==> src/rtl/pag_refill_ctl.sv <==
// Page-refill sequencer for the MBox paging board: checks the page table lookup, refills a
// missing entry from the user/exec process table in core, and reports page OK or a held fail.
module pag_refill_ctl #(
  parameter int unsigned MAX_REFILL = 1
) (
  input  logic        clk,
  input  logic        reset_h,
  input  logic        ebox_req_h,
  input  logic        vma_user_h,
  input  logic        vma_write_h,
  input  logic [8:0]  vma_page_h,
  input  logic [12:0] ubr_h,
  input  logic [12:0] ebr_h,
  input  logic        pt_match_h,
  input  logic        pt_access_h,
  input  logic        pt_writable_h,
  output logic        mem_req_h,
  output logic [21:0] mem_adr_h,
  input  logic        mem_ack_h,
  input  logic        mem_data_valid_h,
  input  logic [35:0] mem_data_h,
  input  logic        mem_par_err_h,
  output logic        pt_wr_h,
  output logic        pt_dir_wr_h,
  output logic [17:0] pt_wr_data_h,
  output logic        refill_busy_h,
  output logic        page_ok_h,
  output logic        page_fail_h,
  output logic [4:0]  pf_code_h,
  input  logic        pf_clear_h
);

  localparam int unsigned CntW = (MAX_REFILL < 1) ? 1 : $clog2(MAX_REFILL + 1);
  localparam logic [CntW-1:0] MaxCnt = CntW'(MAX_REFILL);

  localparam logic [4:0] CodeNoAccess = 5'o21;
  localparam logic [4:0] CodeWrProt   = 5'o12;
  localparam logic [4:0] CodeIllegal  = 5'o25;
  localparam logic [4:0] CodeParity   = 5'o36;

  typedef enum logic [2:0] {
    StIdle,
    StLookup,
    StReq,
    StWait,
    StWrite,
    StFail
  } state_e;

  state_e          state_q;
  logic            user_q;
  logic            write_q;
  logic [8:0]      page_q;
  logic [CntW-1:0] refill_cnt_q;
  logic [17:0]     half_word;

  // Word bit 0 is the MSB, so the left half (bits 0-17) sits in mem_data_h[35:18].
  assign half_word = page_q[0] ? mem_data_h[17:0] : mem_data_h[35:18];

  always_ff @(posedge clk) begin
    if (reset_h) begin
      state_q       <= StIdle;
      user_q        <= 1'b0;
      write_q       <= 1'b0;
      page_q        <= '0;
      refill_cnt_q  <= '0;
      mem_req_h     <= 1'b0;
      mem_adr_h     <= '0;
      pt_wr_h       <= 1'b0;
      pt_dir_wr_h   <= 1'b0;
      pt_wr_data_h  <= '0;
      refill_busy_h <= 1'b0;
      page_ok_h     <= 1'b0;
      page_fail_h   <= 1'b0;
      pf_code_h     <= '0;
    end else begin
      page_ok_h   <= 1'b0;
      pt_wr_h     <= 1'b0;
      pt_dir_wr_h <= 1'b0;
      unique case (state_q)
        StIdle: begin
          if (ebox_req_h) begin
            user_q       <= vma_user_h;
            write_q      <= vma_write_h;
            page_q       <= vma_page_h;
            refill_cnt_q <= '0;
            state_q      <= StLookup;
          end
        end
        StLookup: begin
          if (pt_match_h) begin
            if (!pt_access_h) begin
              page_fail_h <= 1'b1;
              pf_code_h   <= CodeNoAccess;
              state_q     <= StFail;
            end else if (write_q && !pt_writable_h) begin
              page_fail_h <= 1'b1;
              pf_code_h   <= CodeWrProt;
              state_q     <= StFail;
            end else begin
              page_ok_h <= 1'b1;
              state_q   <= StIdle;
            end
          end else if (refill_cnt_q < MaxCnt) begin
            mem_req_h     <= 1'b1;
            mem_adr_h     <= user_q ? {ubr_h, 1'b0, page_q[8:1]} : {ebr_h, 1'b1, page_q[8:1]};
            refill_busy_h <= 1'b1;
            state_q       <= StReq;
          end else begin
            page_fail_h <= 1'b1;
            pf_code_h   <= CodeIllegal;
            state_q     <= StFail;
          end
        end
        StReq: begin
          // Data arriving with the ack is dropped; memory must present it again in WAIT.
          if (mem_ack_h) begin
            mem_req_h <= 1'b0;
            state_q   <= StWait;
          end
        end
        StWait: begin
          if (mem_data_valid_h) begin
            if (mem_par_err_h) begin
              refill_busy_h <= 1'b0;
              page_fail_h   <= 1'b1;
              pf_code_h     <= CodeParity;
              state_q       <= StFail;
            end else if (!half_word[17]) begin
              refill_busy_h <= 1'b0;
              page_fail_h   <= 1'b1;
              pf_code_h     <= CodeNoAccess;
              state_q       <= StFail;
            end else begin
              pt_wr_data_h <= half_word;
              pt_wr_h      <= 1'b1;
              pt_dir_wr_h  <= 1'b1;
              state_q      <= StWrite;
            end
          end
        end
        StWrite: begin
          refill_cnt_q  <= refill_cnt_q + CntW'(1);
          refill_busy_h <= 1'b0;
          state_q       <= StLookup;
        end
        StFail: begin
          if (pf_clear_h) begin
            page_fail_h <= 1'b0;
            pf_code_h   <= '0;
            state_q     <= StIdle;
          end
        end
        default: state_q <= StIdle;
      endcase
    end
  end

endmodule
==> config.mk <==
export PLATFORM = sky130hd
export DESIGN_NAME = pag_refill_ctl
export DESIGN_NICKNAME = d
export VERILOG_FILES = /design/src/rtl/pag_refill_ctl.sv
export SDC_FILE = /design/constraint.sdc
export NUM_CORES = 1
export LEC_CHECK = 0
export ABC_AREA = 1
export CAP_MARGIN = 20
export CORE_MARGIN = 2
export CORE_UTILIZATION = 42
export DETAILED_ROUTE_END_ITERATION = 10
export GPL_TIMING_DRIVEN = 1
export PLACE_DENSITY_LB_ADDON = 0.08
export SYNTH_ARGS = -nofsm -noshare
export SYNTH_HDL_FRONTEND = slang
export SYNTH_SLANG_ARGS = --single-unit
export TNS_END_PERCENT = 50
==> constraint.sdc <==
create_clock -name clk -period 1.71 [get_ports clk]
set_clock_uncertainty 0.15 [all_clocks]
set_input_delay 0.513 -clock clk [delete_from_list [all_inputs] [get_ports clk]]
set_output_delay 0.513 -clock clk [all_outputs]
set_load 0.02 [all_outputs]
# After elaboration in Yosys (flattened, before gate mapping)

Cells that the tools add are included.

Register bits after elaboration: 65
Output and inout port bits: 51
Word-level logic and storage cells: 95

Order comparisons: 1
Muxes and demuxes: 43
Equal/unequal tests: 14
Add/subtract/negate cells: 1
Reduce and logical (&&, ||, !) cells: 17
Bitwise logic cells: 6

Operator list:

| operator                                      | count |
|---|---|
| two-way mux 5 bit                             | 8 |
| two-way mux 3 bit                             | 8 |
| two-way mux 22 bit                            | 1 |
| two-way mux 1 bit                             | 19 |
| two-way mux 18 bit                            | 1 |
| case mux 3 bit (6 select lines)               | 1 |
| case mux 5 bit (3 select lines)               | 1 |
| != test 2 bit, second input constant          | 6 |
| AND reduction 4 bit                           | 3 |
| OR reduction 4 bit                            | 2 |
| == test 3 x 2 -> 1 bit, second input constant | 2 |
| == test 3 bit, second input constant          | 2 |
| != test 3 bit, second input constant          | 2 |
| inverter 1 bit                                | 6 |
| case mux 1 bit (3 select lines)               | 2 |
| AND reduction 6 bit                           | 1 |
| nonzero test 3 bit                            | 2 |
| AND reduction 5 bit                           | 1 |
| != test 4 bit, second input constant          | 1 |
| case mux 1 bit (2 select lines)               | 2 |
| AND reduction 2 bit                           | 2 |
| nonzero test 2 bit                            | 2 |
| == test 3 x 1 -> 1 bit, second input constant | 1 |
| logical NOT 3 bit                             | 1 |
| other kinds (5)                               | 5 |

# Depth between registers and ports, before layout

Gate-level depths: netlist (run 1).

Depth after elaboration: 6
Depth in mapped cells: 10

# Worst setup path after synthesis (run 1)

No wires, ideal clock.

Kind: input to register
Start point: in mem_data_h[17]
End point: reg pt_wr_data_h[10]
Stages on the path: 9
Buffers on the path: 2
Setup slack: 0.150 ns
Arrival time: 1.275 ns
Required time: 1.425 ns
Cells stage by stage: inv_1 > nand2_1 > nand3_2 > nor2_4 > buf_12 > nand2_8 > buf_6 > nand2_1 > a21oi_2

Longest elaborated chain between the ends: 2

Ends and longest elaborated chain:

| what                                 | RTL line | RTL |
|---|---|---|
| from (decl)                          | 21       | `input logic [35:0] mem_data_h,` |
| two-way mux 18 bit                   | 58       | `assign half_word = page_q[0] ? mem_data_h[17:0] : mem_data_h[35:18];` |
| AND reduction 4 bit (no source line) | --       |  |
| to (signal assigned)                 | 135      | `pt_wr_data_h <= half_word;` |
| to (decl)                            | 25       | `output logic [17:0] pt_wr_data_h,` |

No other way between the ends.
A chain may end at the register's enable or synchronous reset.

# Worst setup path after layout (run 1)

Start point: reg pt_wr_data_h[2]
End point: out pt_wr_data_h[2]

No word-level cell between the ends.

==> results.cfg, run 1 <==
[cts]
h_tree_levels = 3
clkLatencyLatePin_ps = 330
tritoncts = built
clock_pin_transition_on_the_worst_setup_and_hold_timing_paths_ps = 70
cts_hold_buffers = 0
clock_path_buffers = 2
root_buffer = clkbuf_8
clock-sinks = 64
tritoncts.num_buffers = 9

[detailed_routing]
total_routed_wirelength_um = 7991
dr_total_vias = 3121
post_drt_via_cell_ratio = 4.700
drcViolationCount = 0
detail_route.first_pass.iterations = 4
wl_per_cell_um = 12.03
ant_nets = 0
dr.first_iter.drc_count = 96

[critical_path]
worst_path_class_setup = reg -> out
worst_ep_required_time_ps = 1050
path_buf_inv = 1
slowest_delay_ps = 350
critPathCaptureType = output pin
ff2ff_setup_slack_ps = 100
critical_path.reg2reg.endpoint = pt_wr_data_h[15]$_SDFFE_PP0P_
r2r_cells = 7
critical-path-slowest-cell = dlygate4sd2_1
critical-path-top-delay-family = buffers and inverters
start_kind = register
reg2reg_from = state_q[0]$_SDFFE_PP0P_
cell_by_cell_listing_of_the_critical_path = dlygate4sd2_1
timing.critical_path.fanout_max = 2
worst-endpoint-arrival_ps = 1010

[hold_path]
timing.hold.worst.start = write_q$_SDFFE_PP0P_
holdCritPathClass = reg -> reg
worstHoldEndpoint = write_q$_SDFFE_PP0P_
timing.hold.worst_path_depth = 2

[sta]
number_of_hold_violations_in_the_final_report = 0
timing.final.crit_share_pct = 97.99
timing.final.max_slew_violations = 0
worst-slew-pin-transition_ps = 417.8
max_freq_mhz = 596.8
rsz0062_at_grt = yes
timing.max_slew.rel_slack_pct = 72.12
setup-tns-final_ps = 0
period_needed_ps = 1676
finalSetupViolCount = 0

[logic_synthesis]
synth-seq-area-share_pct = 42.16
postSynthRegisterBits = 64
dominantRegCellSynth = dfxtp_1
syn_area_per_cell_um2 = 7.504
postSynthCellCount = 405
syn-num-nets = 488
yosys_warnings = 0
synth-edff-count = 0
async_flop_share_pct = 0
netlist_area_before_placement_um2 = 3039
synth_cell_types = 30

[global_routing]
global_route.peak_usage_layer = met2
global_route_wire_length_before_repair_um = 12660
number_of_global_route_vias_before_repair = 2925
grt_antenna_before_repair = 0
grt.total_usage_pct = 20.25
met3_use_gr_pct = 6.279
grt_start_max_net_pins = 35
use_met1_pct = 23.83
overflow = 0
groute.layer.met2.usage_pct = 34.33

[placed_design]
place_hpwl_um = 5834
io_buffer_count = 133
place.detailed.instances = 643
routabilityCongestion = 0.7989

[die]
core.rowCount = 31
initial_core_util_pct = 42.58
die_height_um = 89.07
ioPinCount = 134
chipWidth_um = 89.07
design.die.area_um2 = 7933
core_um2 = 7137

[layout]
fraction_of_final_layout_cells_with_drive_strength_greater_than_1_pct = 18.23
multiInputGateArea_um2 = 1490
nNetsFinal = 643
register_area_um2 = 1282
antenna_cells = 0
layout.cells.non_filler = 664
layout-area-overhead-vs-synth_pct = 61.14
final_common_cell = nand2_1
final_cell_mix = nand2_1 (127), clkdlybuf4s50_1 (79), dfxtp_1 (63)
nFillCells = 654

[power]
power.switching_fraction_pct = 34.33
irDropWorstVdd_uv = 611.8
share_comb_of_total_power_pct = 37.1
power.leakage_nw = 2.126
seq_power_share_pct = 33.6
power_density_nw_per_um2 = 1190
p_clk_share_pct = 29.2
internal_power_mw = 3.827
p_switching_mw = 2.001

[outcome]
outcome = completed

[run]
cap_viol_max_count = 0
[cells in the mapped netlist (3+ instances only)]
cell      instances  share of area (%)
dfxtp_1          64                 42
o21ai_1           8                1.3
clkbuf_1          8               0.99
nand2_2           3               0.62
nor2_1           17                2.1
buf_6             5                1.9
a21oi_2          10                2.9
a31oi_1          14                2.9
buf_4             4               0.99
inv_1            26                3.2
nand2_1         130                 16
a21oi_1          34                5.6
nand3_2          11                3.6
o21ai_0          28                4.6
nor2_4            3                1.1
nand3_1          19                3.1
buf_2             4               0.66
[worst max-delay path by stage]
stage,from,slack [ps],to,cells past startpoint
5_1_grt,pt_match_h,-20,mem_adr_h[9]$_SDFFE_PP0P_,7
3_3_place_gp,mem_data_h[17],-310,pt_wr_data_h[13]$_SDFFE_PP0P_,9
6_report,pt_wr_data_h[2]$_SDFFE_PP0P_,30,pt_wr_data_h[2],1
2_1_floorplan,mem_data_h[17],150,pt_wr_data_h[10]$_SDFFE_PP0P_,9
3_5_place_dp,mem_data_h[35],-330,pt_wr_data_h[9]$_SDFFE_PP0P_,9
4_1_cts,mem_req_h$_SDFFE_PP0P_,0.8,mem_req_h,1
[per-layer routing]
| layer | vias up | wire length (µm) |
|---|---|---|
| met5 | - | 0 |
| li1 | 1627 | - |
| met4 | 0 | 170 |
| met3 | 14 | 623 |
| met2 | 98 | 3743 |
| met1 | 1382 | 3455 |
[power by group through the flow]
stage	Clock, mW	Sequential [mW]	Combinational, mW
after floorplan	0	2.21	1.11
after global placement	0	1.99	2.23
after detailed placement	0	1.99	2.26
after CTS	1.75	1.95	2.13
after global routing	1.82	2.01	2.41
final	1.70	1.96	2.16
[timing repair]
| action | CTS | global route |
|---|---|---|
| pin swaps | 0 | 10 |
| gates cloned | 0 | 2 |
| hold endpoints to repair | 0 | 0 |
| gates resized for setup | 52 | 59 |
| endpoints found under the setup margin | 51 | 73 |
| buffers inserted | 0 | 3 |
[final cells by class]
type,instances,area share [%]
Sequential cell,64,26.19
Timing Repair Buffer,169,33.11
Tap cell,99,2.529
Inverter,29,2.274
Clock buffer,9,2.529
Multi-Input combinational cell,287,30.43
Clock inverter,7,2.938
[through the flow]
step / instance area [µm²] / power [mW] / hold slack, ps / utilization [%] / worst slack (ps)
2_1_floorplan: 3039 / 3.320 / 273.7 / - / 149.5
3_3_place_gp: 4552 / 4.219 / 280.3 / 63.78 / -314.1
3_5_place_dp: 4552 / 4.246 / 286.4 / 63.78 / -327.8
4_1_cts: 4757 / 5.832 / 297.1 / 66.66 / 0.7764
5_1_grt: 4897 / 6.238 / 309.9 / 68.62 / -23.98
6_report: 4897 / 5.828 / 297.7 / 68.62 / 34.41
[state kept, by name, indices dropped and copies added, names as in the netlist]
name	flops
pt_dir_wr_h	1
page_fail_h	1
mem_req_h	1
page_ok_h	1
page_q	9
state_q	3
pf_code_h	4
write_q	1
refill_busy_h	1
refill_cnt_q	1
pt_wr_data_h	18
user_q	1
mem_adr_h	22
[logic make-up (layout without fill, tap and decap cells)]
kind of cell,after synthesis,after routing,synth area share (%)
buf+inv,55,214,10.50
compound gates,95,95,17.58
simple gates,191,192,29.77
flops,64,64,42.16
(Power assumes the default switching activity.)
==> run 2: changes to the inputs <==
--- a/config.mk
+++ b/config.mk
@@ -9,10 +9,10 @@
 export CAP_MARGIN = 20
 export CORE_MARGIN = 2
 export CORE_UTILIZATION = 42
+export CTS_CLUSTER_DIAMETER = 100
 export DETAILED_ROUTE_END_ITERATION = 10
 export GPL_TIMING_DRIVEN = 1
 export PLACE_DENSITY_LB_ADDON = 0.08
 export SYNTH_ARGS = -nofsm -noshare
 export SYNTH_HDL_FRONTEND = slang
 export SYNTH_SLANG_ARGS = --single-unit
-export TNS_END_PERCENT = 50
==> results.cfg, run 2 (same netlist as run 1, synthesis figures left out) <==
[outcome]
outcome = completed

[placed_design]
routabilityCongestion = 0.7989
place.detailed.instances = 643
place_hpwl_um = 5834
io_buffer_count = 133

[critical_path]
critical-path-slowest-cell = dlygate4sd2_1
slowest_delay_ps = 350
worst-endpoint-arrival_ps = 1010
cell_by_cell_listing_of_the_critical_path = dlygate4sd2_1
worst_ep_required_time_ps = 1050
worst_path_class_setup = reg -> out
timing.critical_path.fanout_max = 2
path_buf_inv = 1
reg2reg_from = page_q[0]$_SDFFE_PP0P_
crit_path_start = pt_wr_data_h[2]$_SDFFE_PP0P_
critical-path-top-delay-family = buffers and inverters
critPathCaptureType = output pin
start_kind = register

[layout]
antenna_cells = 0
final_common_cell = nand2_1
layout-area-overhead-vs-synth_pct = 61.34
nNetsFinal = 643
registers.top_by_ff_count = mem_adr_h
fraction_of_final_layout_cells_with_drive_strength_greater_than_1_pct = 18.41
final_cell_mix = nand2_1 (127), clkdlybuf4s50_1 (79), dfxtp_1 (62)
layout.cells.non_filler = 664
largest_register_ff_count = 22
reg_top3 = mem_adr_h: 22 flops, pt_wr_data_h: 18 flops, page_q: 9 flops

[cts]
h_tree_levels = 3
tritoncts.num_buffers = 9
cts_hold_buffers = 0
clock_path_buffers = 2
tritoncts = built
clkLatencyLatePin_ps = 330
clock-sinks = 64
clock_pin_transition_on_the_worst_setup_and_hold_timing_paths_ps = 70
root_buffer = clkbuf_8

[global_routing]
groute.layer.met2.usage_pct = 34.33
overflow = 0
grt_antenna_before_repair = 0
global_route_wire_length_before_repair_um = 12660
global_route.peak_usage_layer = met2
met3_use_gr_pct = 6.279
number_of_global_route_vias_before_repair = 2925
use_met1_pct = 23.83
grt.total_usage_pct = 20.25
grt_start_max_net_pins = 35

[detailed_routing]
post_drt_via_cell_ratio = 4.685
total_routed_wirelength_um = 7970
wl_per_cell_um = 12.00
ant_nets = 0
dr.first_iter.drc_count = 91
dr_total_vias = 3111
drcViolationCount = 0
detail_route.first_pass.iterations = 4

[die]
die_height_um = 89.07
design.die.area_um2 = 7933
core.rowCount = 31
ioPinCount = 134
chipWidth_um = 89.07
initial_core_util_pct = 42.58
core_um2 = 7137

[sta]
worst-slew-pin-transition_ps = 417.8
timing.final.max_slew_violations = 0
finalSetupViolCount = 0
number_of_hold_violations_in_the_final_report = 0
timing.final.crit_share_pct = 97.95
max_freq_mhz = 597.0
hold_slack_ps = 297.9
timing.max_slew.rel_slack_pct = 72.12
period_needed_ps = 1675

[power]
power_density_nw_per_um2 = 1189
irDropWorstVdd_uv = 610.6
power.leakage_nw = 2.127
report.power.total_mw = 5.832

[hold_path]
holdCritPathClass = reg -> reg
timing.hold.worst.start = write_q$_SDFFE_PP0P_

[run]
cap_viol_max_count = 0
-- run 2: changes by cell type in the layout (fill, tap and decap cells not counted) --
cell,delta
dfxtp_2,+1
dfxtp_1,-1
nand2_2,-1
nand2_4,+1
-- run 2: what timing repair did --
action                     CTS  global route
resized for setup           52            61
setup endpoints to repair   51            73
buffers inserted             0             3
gates cloned                 0             2
pin swaps                    0            10
-- run 2: per-layer routing --
metal / wire length (µm) / vias up
met1: 3426 / 1381
li1: - / 1626
met3: 625 / 12
met5: 0 / -
met4: 160 / 0
met2: 3759 / 92
-- run 2: cell type report --
type / count / area, µm²
inverters: 29 / 111.4
clock inverters: 7 / 143.9
flip-flops and latches: 64 / 1284
clock buffers: 9 / 123.9
multi-input cells: 287 / 1495
repair buffers: 169 / 1622
fillers: 653 / 2233
well taps: 99 / 123.9
-- run 2: final timing paths --
check | end | cells after the start | slack [ps]
worst max register to register | pt_wr_data_h[15]$_SDFFE_PP0P_ | 8 | 120
worst max-delay path | pt_wr_data_h[2] | 1 | 40
worst min-delay path | write_q$_SDFFE_PP0P_ | 2 | 300
worst min register to register | write_q$_SDFFE_PP0P_ | 2 | 300
-- run 2: worst reg2reg max path, stage by stage (launching register included) --
cell	delay (ps)
dfxtp_1	460
inv_4	40
nand2_1	80
nand3_2	100
nor2_4	190
buf_12	170
buf_12	120
nand3_2	70
a21oi_2	140
-- run 2: report_power, final --
group | total (mW) | internal, mW | leakage [nW] | switching, mW
logic | 2.17 | 0.916 | 1.48 | 1.25
registers | 1.96 | 1.80 | 0.523 | 0.165
clock network | 1.70 | 1.12 | 0.126 | 0.585
-- run 2: metrics by stage --
stage | setup WS [ps] | setup TNS [ps] | util [%] | instance area [µm²]
final | 35.08 | 0 | 68.71 | 4903
after CTS | 0.7764 | 0 | 66.66 | 4757
after global placement | -314.1 | -14100 | 63.78 | 4552
after floorplan | 149.5 | 0 | - | 3039
after detailed placement | -327.8 | -15060 | 63.78 | 4552
after global routing | -7.679 | -7.679 | 68.71 | 4903
==> run 3: changes to the inputs <==
--- a/config.mk
+++ b/config.mk
@@ -6,11 +6,11 @@
 export NUM_CORES = 1
 export LEC_CHECK = 0
 export ABC_AREA = 1
-export CAP_MARGIN = 20
 export CORE_MARGIN = 2
 export CORE_UTILIZATION = 42
 export CTS_CLUSTER_DIAMETER = 100
 export DETAILED_ROUTE_END_ITERATION = 10
+export GPL_ROUTABILITY_DRIVEN = 0
 export GPL_TIMING_DRIVEN = 1
 export PLACE_DENSITY_LB_ADDON = 0.08
 export SYNTH_ARGS = -nofsm -noshare
==> results of run 3 <==
The final DEF is identical to that of run 2; final timing and power are the same.
